### src/rtl/bsg_osc_cal_ctrl_pkg.sv
// Shared types and default calibration constants for the oscillator calibration sequencer.
// Imported by bsg_osc_cal_ctrl.
package bsg_osc_cal_ctrl_pkg;

   typedef enum logic [3:0] {
      eOscCalIdle,
      eOscCalApply,
      eOscCalSettle,
      eOscCalClear,
      eOscCalMeasure,
      eOscCalDrain,
      eOscCalCompare,
      eOscCalFinal,
      eOscCalDone
   } osc_cal_state_e;

   localparam int osc_cal_window_gp = 1024;
   localparam int osc_cal_settle_gp = 16;

   function automatic int osc_cal_max(input int a, input int b);
      return (a > b) ? a : b;
   endfunction

endpackage

### src/rtl/bsg_osc_cal_ctrl.sv
// SAR calibration of the oscillator control code against a monitor-count target
// measured over a fixed reference window. Runs in the reference clock domain.
module bsg_osc_cal_ctrl
   import bsg_osc_cal_ctrl_pkg::*;
#(
   parameter int ctl_width_p     = 8,
   parameter int count_width_p   = 16,
   parameter int window_cycles_p = osc_cal_window_gp,
   parameter int settle_cycles_p = osc_cal_settle_gp
) (
   input  logic                     clk_i,
   input  logic                     async_reset_i,
   input  logic                     start_i,
   input  logic [count_width_p-1:0] target_i,
   input  logic [count_width_p-1:0] count_i,
   output logic [ctl_width_p-1:0]   ctl_o,
   output logic                     ctl_v_o,
   output logic                     div_clear_o,
   output logic                     div_enable_o,
   output logic                     busy_o,
   output logic                     done_o
);

   localparam int bit_w_lp    = (ctl_width_p > 1) ? $clog2(ctl_width_p) : 1;
   localparam int wait_max_lp = osc_cal_max(window_cycles_p, settle_cycles_p);
   localparam int cnt_w_lp    = $clog2(wait_max_lp + 1);

   localparam logic [cnt_w_lp-1:0] settle_load_lp = cnt_w_lp'(settle_cycles_p - 1);
   localparam logic [cnt_w_lp-1:0] window_load_lp = cnt_w_lp'(window_cycles_p - 1);

   osc_cal_state_e               state_q, state_d;
   logic [ctl_width_p-1:0]       code_q, code_d;
   logic [bit_w_lp-1:0]          bit_q, bit_d;
   logic [count_width_p-1:0]     target_q, target_d;
   logic [cnt_w_lp-1:0]          cnt_q, cnt_d;
   logic [bit_w_lp-1:0]          bit_m1;

   assign bit_m1 = bit_q - 1'b1;
   assign ctl_o  = code_q;

   always_ff @(posedge clk_i or posedge async_reset_i) begin
      if (async_reset_i) begin
         state_q  <= eOscCalIdle;
         code_q   <= '0;
         bit_q    <= '0;
         target_q <= '0;
         cnt_q    <= '0;
      end else begin
         state_q  <= state_d;
         code_q   <= code_d;
         bit_q    <= bit_d;
         target_q <= target_d;
         cnt_q    <= cnt_d;
      end
   end

   always_comb begin
      state_d      = state_q;
      code_d       = code_q;
      bit_d        = bit_q;
      target_d     = target_q;
      cnt_d        = cnt_q;
      ctl_v_o      = 1'b0;
      div_clear_o  = 1'b0;
      div_enable_o = 1'b0;
      busy_o       = 1'b1;
      done_o       = 1'b0;

      unique case (state_q)
         eOscCalIdle, eOscCalDone: begin
            busy_o = 1'b0;
            done_o = (state_q == eOscCalDone);
            if (start_i) begin
               target_d = target_i;
               code_d   = ctl_width_p'(1) << (ctl_width_p - 1);
               bit_d    = bit_w_lp'(ctl_width_p - 1);
               state_d  = eOscCalApply;
            end
         end
         eOscCalApply: begin
            ctl_v_o = 1'b1;
            cnt_d   = settle_load_lp;
            state_d = eOscCalSettle;
         end
         // Each wait state holds until the shared down-counter reaches zero,
         // then preloads it for the next timed state.
         eOscCalSettle: begin
            cnt_d = cnt_q - 1'b1;
            if (cnt_q == '0) begin
               cnt_d   = settle_load_lp;
               state_d = eOscCalClear;
            end
         end
         eOscCalClear: begin
            div_clear_o = 1'b1;
            cnt_d       = cnt_q - 1'b1;
            if (cnt_q == '0) begin
               cnt_d   = window_load_lp;
               state_d = eOscCalMeasure;
            end
         end
         eOscCalMeasure: begin
            div_enable_o = 1'b1;
            cnt_d        = cnt_q - 1'b1;
            if (cnt_q == '0) begin
               cnt_d   = settle_load_lp;
               state_d = eOscCalDrain;
            end
         end
         eOscCalDrain: begin
            cnt_d = cnt_q - 1'b1;
            if (cnt_q == '0) begin
               cnt_d   = '0;
               state_d = eOscCalCompare;
            end
         end
         eOscCalCompare: begin
            // Too fast keeps the bit; equality or slower clears it.
            if (count_i <= target_q) begin
               code_d[bit_q] = 1'b0;
            end
            if (bit_q != '0) begin
               code_d[bit_m1] = 1'b1;
               bit_d          = bit_m1;
               state_d        = eOscCalApply;
            end else begin
               state_d = eOscCalFinal;
            end
         end
         eOscCalFinal: begin
            ctl_v_o = 1'b1;
            state_d = eOscCalDone;
         end
         default: begin
            busy_o  = 1'b0;
            state_d = eOscCalIdle;
         end
      endcase
   end

endmodule

### config.mk
export PLATFORM = sky130hd
export DESIGN_NAME = bsg_osc_cal_ctrl
export DESIGN_NICKNAME = d
export VERILOG_FILES = /design/src/rtl/bsg_osc_cal_ctrl_pkg.sv /design/src/rtl/bsg_osc_cal_ctrl.sv
export SDC_FILE = /design/constraint.sdc
export NUM_CORES = 1
export LEC_CHECK = 0
export CAP_MARGIN = 5
export CORE_MARGIN = 2
export CORE_UTILIZATION = 53
export DETAILED_ROUTE_END_ITERATION = 6
export PLACE_DENSITY = 0.81
export RECOVER_POWER = 25
export SLEW_MARGIN = 10
export SYNTH_ARGS = -nofsm -noshare
export SYNTH_HDL_FRONTEND = slang
export SYNTH_SLANG_ARGS = --single-unit
### constraint.sdc
create_clock -name clk_i -period 2.3 [get_ports clk_i]
set_input_delay 0.23 -clock clk_i [delete_from_list [all_inputs] [get_ports clk_i]]
set_output_delay 0.23 -clock clk_i [all_outputs]
set_load 0.05 [all_outputs]
==> flow_summary.yaml, run 1 <==
layout:
  regArea_sq_um: 1050
  nets: 410
  multi_input_area_sq_um: 1510
  layout-drive-gt1-share_pct: 11.5
  design_area_sq_um: 3380
  syn_to_final_growth_pct: 23.5
  diodes: 0
  final_util_pct: 67.1
  fill_cells: 427
floorplanning:
  start_util_pct: 54.3
  rows: 26
  die_h_microns: 75.9
  die_area_sq_um: 5760
  core-area_sq_um: 5040
  io_pins: 48
  fp.dieW_microns: 75.9
worst_setup_path:
  cp.arrival_ns: 2.26
  cp-start-kind: "register"
  crit_type: "register to register"
  cp.required_ns: 2.49
  critPathCaptureType: "register"
  critical_path_peak_fanout: 8
timing:
  period_share_pct: 90.2
  hold_violations: 0
  rsz0062_at_grt: "false"
  fin_skew_ns: 0.00483
  max_freq_ghz: 0.482
  worstMarginPinSlew_ns: 1.05
  finalSetupTns_ns: 0
  setup_viol: 0
  period_needed_ns: 2.07
  finalMaxSlewViolations: 0
  fin_ws_ns: 0.225
  slew_headroom_pct: 29.8
clock_tree:
  cts_num_sinks: 42
  cts_tree: "yes"
  post_cts_buffers: 0
  clock_latency_ns: 0.28
  cts_buffers: 5
  cts-resized-gates: 0
  clk_path_buf_depth: 2
  h-tree-depth: 2
  clockRootBuffer: "clkbuf_8"
  clk_pin_slew_ns: 0.08
  ctsHoldBuffers: 0
yosys:
  ys_warn_count: 0
  synth_common_cells: "dfrtp_1, nand2_1, inv_1"
  syn_nets: 360
  synth_async_sr_flop_share_pct: 100
  ys_types: 62
  yosysTopAreaCell: "dfrtp_1"
  syn_area_sq_um: 2740
  syn_area_per_cell_sq_um: 8.95
  netlist_instances: 306
  ys_seq_elements: 42
  yosysSeqAreaShare_pct: 38.4
  netlist.area_leader.share_pct: 38.4
  synthMostInstantiatedCell: "dfrtp_1"
  synth-edff-count: 0
  synth_area_leaders: "dfrtp_1, ha_1, nand2_1"
  synth_top_flop_cell: "dfrtp_1"
route:
  first_iter_violations: 194
  vias: 2435
  drcViolationCount: 0
  antenna_left: 0
  wirelength_microns: 6250
  firstDrtPassIters: 4
  vias_per_cell: 5.70
  wl_per_cell_microns: 14.6
global_routing:
  overflow: 0
  groute.usage.overall_pct: 22.6
  grt_antenna_before_repair: 0
  grt_max_degree: 43
  first_global_vias: 2315
  grt_pass1_wl_microns: 10800
power:
  clkPwrFrac_pct: 13.5
  swShare_pct: 43.2
  p_int_w: 0.00203
  p_seq_share_pct: 34.7
  combPwrFrac_pct: 51.8
  leakage_nw: 1.44
  p_per_area_nw_per_um2: 1060
  power.switching_w: 0.00154
  ir_worst_vdd_mv: 0.689
  total_power_w: 0.00357
placement:
  routabilityCongestion: 0.891
  portBuffers: 47
  dpl.hpwl_microns: 4670
  post-place-ws_ns: 0.0638
  dpl_cell_area_sq_um: 3290
min_path:
  hold_class: "input port to register"
outcome:
  status: "finished, final reports clean"
flow_run:
  cap_violations: 0
-- power by group through the flow --
| stage | sequential (W) | combinational, W | clock (W) |
|---|---|---|---|
| floorplan | 0.00131 | 0.00128 | 0 |
| global placement | 0.00124 | 0.00180 | 0 |
| detailed placement | 0.00125 | 0.00185 | 0 |
| CTS | 0.00124 | 0.00186 | 0.000501 |
| global route | 0.00128 | 0.00206 | 0.000538 |
| finish | 0.00124 | 0.00185 | 0.000482 |
-- cells in the final DEF, fill, tap and decap left out, types with 2 or more instances in the layout --
| master | count |
|---|---|
| nand3b_1 | 2 |
| dfrtp_1 | 42 |
| a311oi_1 | 5 |
| nand2_1 | 37 |
| o21ai_0 | 21 |
| clkdlybuf4s50_1 | 41 |
| nor2b_1 | 3 |
| o21a_1 | 3 |
| a31oi_1 | 4 |
| a211oi_1 | 2 |
| a22o_1 | 2 |
| nor4_1 | 9 |
| or4_1 | 2 |
| nand4_1 | 8 |
| and2_1 | 5 |
| clkbuf_8 | 6 |
| a211o_1 | 2 |
| a21o_1 | 4 |
| o21ai_1 | 5 |
| inv_1 | 25 |
| a21oi_1 | 20 |
| nand2b_1 | 3 |
| nand3_1 | 8 |
| buf_4 | 17 |
| nor3_2 | 3 |
| nor2_1 | 11 |
| ha_1 | 19 |
| nor3_1 | 12 |
| xnor2_1 | 3 |
-- per-stage QoR --
stage                     instances  hold slack (ns)
after global routing            427            0.491
after CTS                       427            0.398
final                           427            0.502
after floorplan                 306            0.347
after global placement          419            0.483
after detailed placement        419            0.496
-- logic make-up after synthesis --
| family | after synthesis | share of synthesized area, % |
|---|---|---|
| fa+ha+maj | 19 | 8.68 |
| compound gates | 81 | 20.1 |
| simple gates | 116 | 24.0 |
| flops | 42 | 38.4 |
| buf+inv | 42 | 6.85 |
| mux | 2 | 0.776 |
| xor+xnor | 4 | 1.28 |
-- registers in the layout, summed over array words and instances (netlist names) --
signal    count
ctl_o         8
cnt_q        11
target_q     16
state_q       4
bit_q         3
-- final timing paths --
path | cells past startpoint | startpoint | end | slack (ns)
min in group asynchronous | 3 | async_reset_i | cnt_q[4] | 0.72
max in group asynchronous | 3 | async_reset_i | bit_q[1] | 0.94
min reg2reg | 1 | cnt_q[0] | cnt_q[0] | 0.52
min | 3 | target_i[9] | target_q[9] | 0.50
max | 7 | cnt_q[0] | state_q[2] | 0.23
max reg2reg | 7 | cnt_q[0] | state_q[2] | 0.23
-- critical path: stages, from the launching register on --
cell and delay [ns]:
dfrtp_1 0.41, inv_1 0.07, ha_1 0.20, nor4b_4 0.34, and4_1 0.43, and3_4 0.24, nor2_2 0.04, a311oi_2 0.24
-- routing by layer --
metal / part of all wire (%) / routed length [microns] / GRT usage (%)
met2: 47 / 2960 / 35.7
met1: 48 / 3000 / 31.6
met3: 4.4 / 274 / 5.12
met5: 0 / 0 / 0
met4: 0.37 / 23 / 5.82
-- cell type report --
type,instances,area share (%)
Multi-Input combinational cell,222,44.5
Sequential cell,42,31.1
Timing Repair Buffer,60,16.3
Inverter,25,2.77
Tap cell,70,2.59
Clock buffer,7,2.55
Clock inverter,1,0.148
Power figures use the tool's default switching activity.
==> run 2, diff against run 1 <==
--- a/config.mk
+++ b/config.mk
@@ -5,11 +5,11 @@
 export SDC_FILE = /design/constraint.sdc
 export NUM_CORES = 1
 export LEC_CHECK = 0
-export CAP_MARGIN = 5
+export CAP_MARGIN = 20
 export CORE_MARGIN = 2
 export CORE_UTILIZATION = 53
 export DETAILED_ROUTE_END_ITERATION = 6
-export PLACE_DENSITY = 0.81
+export PLACE_DENSITY_LB_ADDON = 0.25
 export RECOVER_POWER = 25
 export SLEW_MARGIN = 10
 export SYNTH_ARGS = -nofsm -noshare
==> flow_summary.yaml, run 2 (synthesis gave the netlist of run 1 again) <==
outcome:
  status: "finished, final reports clean"
layout:
  top_register: "target_q"
  fill_cells: 426
  syn_to_final_growth_pct: 22.5
  largest_reg_flops: 16
  layout-drive-gt1-share_pct: 11.3
  nets: 408
  final_cell_mix: "dfrtp_1, clkdlybuf4s50_1, nand2_1, inv_1, o21ai_0"
  multi_input_area_sq_um: 1510
  layout_commonest_cell: "dfrtp_1"
  final_cells: 424
  diodes: 0
  regArea_sq_um: 1050
worst_setup_path:
  startpoint: "state_q[2]"
  crit_type: "register to register"
  critPathCaptureType: "register"
  cp.required_ns: 2.48
  cp.arrival_ns: 2.29
  critical_path_peak_fanout: 13
  rr_startpoint: "state_q[2]"
  cp-start-kind: "register"
floorplanning:
  start_util_pct: 54.3
  die_area_sq_um: 5760
  core-area_sq_um: 5040
  rows: 26
  fp.dieW_microns: 75.9
  die_h_microns: 75.9
  io_pins: 48
power:
  ir_worst_vdd_mv: 0.582
  p_per_area_nw_per_um2: 1050
  leakage_nw: 1.42
timing:
  period_needed_ns: 2.11
  period_share_pct: 91.8
  max_freq_ghz: 0.474
  setup_viol: 0
  fin_skew_ns: 0.00451
  worstMarginPinSlew_ns: 1.04
  whs_ns: 0.481
  finalSetupTns_ns: 0
  rsz0062_at_grt: "false"
  finalMaxSlewViolations: 0
  hold_violations: 0
  slew_headroom_pct: 30.6
global_routing:
  grt_antenna_before_repair: 0
  grt_max_degree: 43
  groute.usage.overall_pct: 23.0
  grt_pass1_wl_microns: 11000
  overflow: 0
  first_global_vias: 2402
min_path:
  hold_class: "input port to register"
  hold_start: "target_i[1]"
route:
  drcViolationCount: 0
  vias_per_cell: 5.83
  vias: 2473
  first_iter_violations: 108
  wirelength_microns: 6180
  wl_per_cell_microns: 14.6
  firstDrtPassIters: 4
  antenna_left: 0
clock_tree:
  clk_pin_slew_ns: 0.08
  clk_path_buf_depth: 2
  cts_tree: "yes"
  clockRootBuffer: "clkbuf_8"
  ctsHoldBuffers: 0
  clock_latency_ns: 0.30
  cts_buffers: 5
  cts_num_sinks: 42
  h-tree-depth: 2
placement:
  dpl.cell_count: 417
  routabilityCongestion: 0.861
  portBuffers: 47
  dpl.hpwl_microns: 4550
flow_run:
  cap_violations: 0
==> run 2: critical path: stages (launching register included) <==
cell and delay [ns]:
dfrtp_1 0.63, and4bb_2 0.44, and2_1 0.36, nand4_1 0.15
nor4_1 0.31, nor3_1 0.09
==> run 2: through the flow <==
step	setup slack [ns]	total power (W)	instance area (sq um)	util, %
finish	0.189	0.00352	3360	66.6
global route	0.0158	0.00381	3360	66.6
CTS	0.190	0.00354	3360	66.6
detailed placement	0.00733	0.00306	3280	65.0
global placement	0.0234	0.00301	3280	65.0
floorplan	0.251	0.00259	2750	-
==> run 2: final timing paths <==
| kind | to | slack [ns] | depth (start not counted) |
|---|---|---|---|
| setup reg to reg | ctl_o[6] | 0.19 | 5 |
| hold / removal | target_q[1] | 0.48 | 3 |
| min in group asynchronous | target_q[13] | 0.68 | 3 |
| max in group asynchronous | ctl_o[5] | 0.97 | 3 |
| hold reg to reg | cnt_q[0] | 0.50 | 1 |
| setup / recovery | ctl_o[6] | 0.19 | 5 |
==> run 2: where the power goes <==
part	switching (W)	internal, W
logic	0.00105	0.000740
clock network	0.000260	0.000204
registers	0.000248	0.00102
==> run 2: final cells by class <==
type                       instances  share of cell area, %
timing repair buffer              58                   16.0
inverter                          25                   2.80
multi-input combinational        222                   44.9
sequential                        42                   31.3
tap                               70                   2.61
clock inverter                     2                  0.298
clock buffer                       5                   2.05
==> run 2: what timing repair did <==
item | CTS | global route
buffers inserted | 0 | 0
gates resized for setup | 0 | 1
setup endpoints to repair | 0 | 1
==> run 2: layer usage <==
metal  share of wire (%)  track usage [%]  up-vias
met5                   0                0        -
met4                 1.5             8.00        0
met3                 6.7             5.83        9
met2                  43             34.0       74
met1                  48             33.1     1180
li1                    -                -     1210
